[src/rtl/fetch_queue.sv]
// Instruction fetch queue: issues reads to a one-cycle-latency instruction memory
// and buffers returned words in order for decode, with flush on redirect.
module fetch_queue #(
  parameter int DEPTH = 4
) (
  input  logic        clk,
  input  logic        reset,
  input  logic [31:0] pc,
  input  logic        ena,
  input  logic        jumpEn,
  output logic        stall,
  output logic        imem_en,
  output logic [31:0] imem_addr,
  input  logic [31:0] imem_rdata,
  output logic [31:0] inst,
  output logic [31:0] inst_pc,
  output logic        inst_valid,
  input  logic        inst_ready
);

  localparam int AW = (DEPTH > 1) ? $clog2(DEPTH) : 1;
  localparam int CW = AW + 1;

  logic [CW-1:0] count_q, count_d;
  logic [AW-1:0] rd_ptr_q, rd_ptr_d;
  logic [AW-1:0] wr_ptr_q, wr_ptr_d;
  logic          pend_valid_q, pend_valid_d;
  logic [31:0]   pend_pc_q, pend_pc_d;
  logic [31:0]   inst_mem_q [DEPTH];
  logic [31:0]   pc_mem_q   [DEPTH];

  logic [CW-1:0] occupancy_s;
  logic          stall_s;
  logic          issue_s;
  logic          push_s;
  logic          pop_s;

  // Handshake decode; occupancy counts the read still in flight so it always has a slot.
  always_comb begin
    occupancy_s = count_q + {{(CW-1){1'b0}}, pend_valid_q};
    stall_s     = ~jumpEn & ~reset & (occupancy_s >= CW'(DEPTH));
    issue_s     = ena & ~stall_s & ~jumpEn & ~reset;
    push_s      = pend_valid_q & ~jumpEn;
    pop_s       = (count_q != {CW{1'b0}}) & inst_ready & ~jumpEn;
  end

  assign stall      = stall_s;
  assign imem_en    = issue_s;
  assign imem_addr  = pc;
  assign inst_valid = (count_q != {CW{1'b0}});
  assign inst       = inst_mem_q[rd_ptr_q];
  assign inst_pc    = pc_mem_q[rd_ptr_q];

  // Next-state for pointers, count and the pending-read tracker; a redirect wipes everything.
  always_comb begin
    count_d      = count_q;
    rd_ptr_d     = rd_ptr_q;
    wr_ptr_d     = wr_ptr_q;
    pend_valid_d = issue_s;
    pend_pc_d    = pend_pc_q;
    if (issue_s) begin
      pend_pc_d = pc;
    end else begin
      pend_pc_d = pend_pc_q;
    end
    if (jumpEn) begin
      count_d  = {CW{1'b0}};
      rd_ptr_d = {AW{1'b0}};
      wr_ptr_d = {AW{1'b0}};
    end else begin
      if (push_s) begin
        wr_ptr_d = wr_ptr_q + AW'(1);
      end else begin
        wr_ptr_d = wr_ptr_q;
      end
      if (pop_s) begin
        rd_ptr_d = rd_ptr_q + AW'(1);
      end else begin
        rd_ptr_d = rd_ptr_q;
      end
      case ({push_s, pop_s})
        2'b10:   count_d = count_q + CW'(1);
        2'b01:   count_d = count_q - CW'(1);
        default: count_d = count_q;
      endcase
    end
  end

  // Control state registers.
  always_ff @(posedge clk) begin
    if (reset) begin
      count_q      <= {CW{1'b0}};
      rd_ptr_q     <= {AW{1'b0}};
      wr_ptr_q     <= {AW{1'b0}};
      pend_valid_q <= 1'b0;
      pend_pc_q    <= 32'h0000_0000;
    end else begin
      count_q      <= count_d;
      rd_ptr_q     <= rd_ptr_d;
      wr_ptr_q     <= wr_ptr_d;
      pend_valid_q <= pend_valid_d;
      pend_pc_q    <= pend_pc_d;
    end
  end

  // Entry storage; contents are only meaningful below count, so no reset is needed.
  always_ff @(posedge clk) begin
    if (push_s && !reset) begin
      inst_mem_q[wr_ptr_q] <= imem_rdata;
      pc_mem_q[wr_ptr_q]   <= pend_pc_q;
    end
  end

endmodule

[config.mk]
export PLATFORM = sky130hd
export DESIGN_NAME = fetch_queue
export DESIGN_NICKNAME = d
export VERILOG_FILES = /design/src/rtl/fetch_queue.sv
export SDC_FILE = /design/constraint.sdc
export NUM_CORES = 1
export LEC_CHECK = 0
export ABC_AREA = 1
export CAP_MARGIN = 20
export CORE_ASPECT_RATIO = 0.6
export CORE_UTILIZATION = 50
export CTS_BUF_LIST = sky130_fd_sc_hd__clkbuf_4 sky130_fd_sc_hd__clkbuf_8 sky130_fd_sc_hd__clkbuf_16
export DETAILED_ROUTE_END_ITERATION = 16
export HOLD_SLACK_MARGIN = 0.12
export PLACE_DENSITY = 0.76
export SLEW_MARGIN = 15
export SYNTH_ARGS = -nofsm -noshare
export SYNTH_HDL_FRONTEND = slang
export SYNTH_SLANG_ARGS = --single-unit
[constraint.sdc]
create_clock -name clk -period 5 [get_ports clk]
set_input_delay 0.75 -clock clk [delete_from_list [all_inputs] [get_ports clk]]
set_output_delay 0.75 -clock clk [all_outputs]
set_load 0.01 [all_outputs]
==> summary.md <==
| Metric | Value |
|---|---|
| Clk root buf | clkbuf_16 |
| Post-CTS setup buffer count | 0 |
| Final hold vios | 0 |
| Crit. path cell count | 4 |
| Max FO, Critical Path | 86 |
| Starting DRC count in detailed routing | 490 |
| Clk_skew | 0.0113 ns |
| Layout cell share with drive strength beyond 1 | 0.0606 |
| Slowest stage cell, crit path | buf_4 |
| Slew Limit Fails | 0 |
| Starting Density | 0.518 |
| PortBufs | 167 |
| FF+latch count, synth | 298 |
| H-Tree Depth | 1 |
| CTS buffer count | 26 |
| Static Leak | 5.06 nW |
| CP Data Arrival Time | 3.17 ns |
| Clock period minus worst slack | 3.92 ns |
| Ports | 168 |
| DR pass1 iterations | 5 |
| Worst skew pair latency | 0.52 ns |
| PD cells | 343 nW/µm² |
| Remaining antenna violation count | 0 |
| Clk slew on worst S/H paths | 0.06 ns |
| DIE AREA | 23,900 µm² |
| Max VDD drop | 0.234 mV |
| Core area | 22,400 µm² |
| Crit Reg-Reg Startpoint | pend_valid_q$_SDFF_PP0_ |
| Max_cap viols | 0 |
| Max Clk Rate | 255 MHz |
| Largest net degree at the start of global routing | 87 |
| Synth Instances | 934 |
| Crit-path max cell delay | 0.74 ns |
| Syn. warnings | 0 |
| CTS tree | built |
| Syn nets | 1,009 |
| Normalized max-slew margin | 0.362 |
| Routability Congestion | 0.783 |
| Kind of cell adding the most delay to the critical path | buffers and inverters |
| Post-synth top area cell | edfxtp_1 |
| Reg2reg path depth | 3 |
| Dominant synthesized flop cell | edfxtp_1 |
| Worst Hold Class | flop to flop |
| Chip width | 199 µm |
| Slew @ Worst Pin | 0.955 ns |
| Top cells by count, synth | edfxtp_1 (256), nor2_1 (170), o21ai_0 (133), o22ai_1 (64), inv_1 (50) |
| Startpoint types | flop |
| Hold_sp | pend_pc_q[11]$_SDFFE_PP0P_ |
| Area of the mapped netlist | 11,600 µm² |
| Crit share post-route | 0.785 |
| Congestion Overflow GR | 0 |
| R2r setup slk | 2.82 ns |
| Post-DP HPWL | 14,500 µm |
| Sequential area share after synthesis | 0.734 |
| Routed WL | 25,100 µm |
| N_diodes | 0 |
| Post-synthesis cell type count | 23 |
| Via count | 7,378 |
| WP buf/inv | 2 |
| Top-count cell post-synth | edfxtp_1 |
| Crit end category | output pin |
| Area grow syn2layout | 21.8% |
| Die Y | 120 µm |
| Setup TNS | 0 ns |
| Vias in the first global route | 7,041 |
| Power after layout | 4.85 mW |
| Wire per inst | 18.2 µm |
| RSZ-0062 raised after global routing | false |
| Number of flops mapped to enable cells by yosys | 256 |
| Final Setup Violations | 0 |
| Syn_area_per_cell | 12.4 µm² |
| Cts repair resizes | 0 |
| Clk sink count | 298 |
| WS Path Type | flop to output pin |
| RR Endpoint | pc_mem_q[3][25]$_DFFE_PP_ |
| Worst-path cell chain | buf_4, o21ai_0, o22ai_1, clkdlybuf4s50_1 |
| Area share of the largest cell type after synthesis | 0.661 |
| Max clock buf depth | 3 |
| Nets | 1,129 |
| DRC Markers | 0 |
| Initial antenna violation count | 0 |
| Hold-fix buffers, CTS | 0 |
| Row count | 42 |
| Async S/R FF share, synth | 0 |
| Status | finished clean |
| Crit path to | inst_pc[6] |
| Synth area leaders | edfxtp_1 (66%), dfxtp_1 (7.2%), o21ai_0 (5.7%) |
| Tot GR Track Use | 0.212 |
| Detailed-route vias per instance | 5.34 |
| Wire length of the first global-routing pass | 38,700 µm |
| CP required | 4.25 ns |
-- where the power goes --
part	leakage [nW]	total, mW	internal, mW	switching [mW]
clock	0.411	1.92	1.09	0.827
combinational	1.88	0.194	0.104	0.0902
sequential	2.78	2.73	2.71	0.0203
total	5.06	4.85	3.91	0.938
-- flip-flops by register name, summed over array words and instances, names as in the netlist, named ones only --
signal and flops:
inst_mem_q 128, pc_mem_q 128, pend_pc_q 32, count_q 3, rd_ptr_q 2, wr_ptr_q 2
pend_valid_q 1
-- worst min-delay path by stage --
stage / end / slack (ns) / cells after the start
detailed placement: pc_mem_q[1][9]$_DFFE_PP_ / 0.49 / 0
global placement: pc_mem_q[1][9]$_DFFE_PP_ / 0.48 / 0
global route: pc_mem_q[1][4]$_DFFE_PP_ / 0.52 / 0
floorplan: pc_mem_q[0][0]$_DFFE_PP_ / 0.46 / 0
CTS: pc_mem_q[1][9]$_DFFE_PP_ / 0.50 / 0
finish: pc_mem_q[2][11]$_DFFE_PP_ / 0.51 / 0
-- cell usage in the layout, fill, tap and decap left out, types with 3 or more instances in the layout --
master,instances
nand2_1,40
clkdlybuf4s50_1,167
clkbuf_4,6
o22ai_1,64
clkinv_1,9
ha_1,5
dfxtp_1,40
inv_1,50
nand3_1,35
o21ai_0,133
edfxtp_1,256
clkbuf_16,27
buf_4,12
buf_12,3
nor2_4,5
a21oi_1,37
nor2_1,166
-- worst reg2reg max path: stages, from the launching register on --
cell     delay, ns
dfxtp_1       0.44
nand2_1       0.27
nor2_4        0.80
buf_4         0.37
-- routing by layer --
| layer | up-vias | part of all wire | GRT usage |
|---|---|---|---|
| met3 | 26 | 0.060 | 0.0326 |
| met4 | 0 | 0.011 | 0.0375 |
| li1 | 3546 | - | - |
| met1 | 3577 | 0.47 | 0.316 |
| met5 | - | 0 | 0 |
| met2 | 229 | 0.46 | 0.335 |
-- kinds of logic after synthesis --
group	count (synthesis)	share of synthesized area
AOI/OAI and AO/OA	234	0.108
buffers and inverters	143	0.0640
adders and majority gates	6	0.00711
DFF	298	0.734
and+or+nand+nor	251	0.0859
xor gates and xnor gates	2	0.00151
-- through the flow --
step | util | hold slack, ns | std cells | cell area (µm²) | worst slack, ns
3_3_place_gp | 0.594 | 0.481 | 1334 | 13300 | 1.66
5_1_grt | 0.631 | 0.522 | 1381 | 14200 | 0.934
6_report | 0.631 | 0.513 | 1381 | 14200 | 1.08
2_1_floorplan | - | 0.461 | 934 | 11600 | 0.714
4_1_cts | 0.631 | 0.503 | 1381 | 14200 | 1.07
3_5_place_dp | 0.594 | 0.486 | 1334 | 13300 | 1.64
-- cell type report --
type,count,area [µm²]
fill,1719,8290
clock inverter,12,73.8
timing repair buffer,182,1820
sequential,298,8530
tap,308,385
clock buffer,35,748
inverter,53,201
multi-input combinational,493,2390
(Power assumes the default switching activity.)
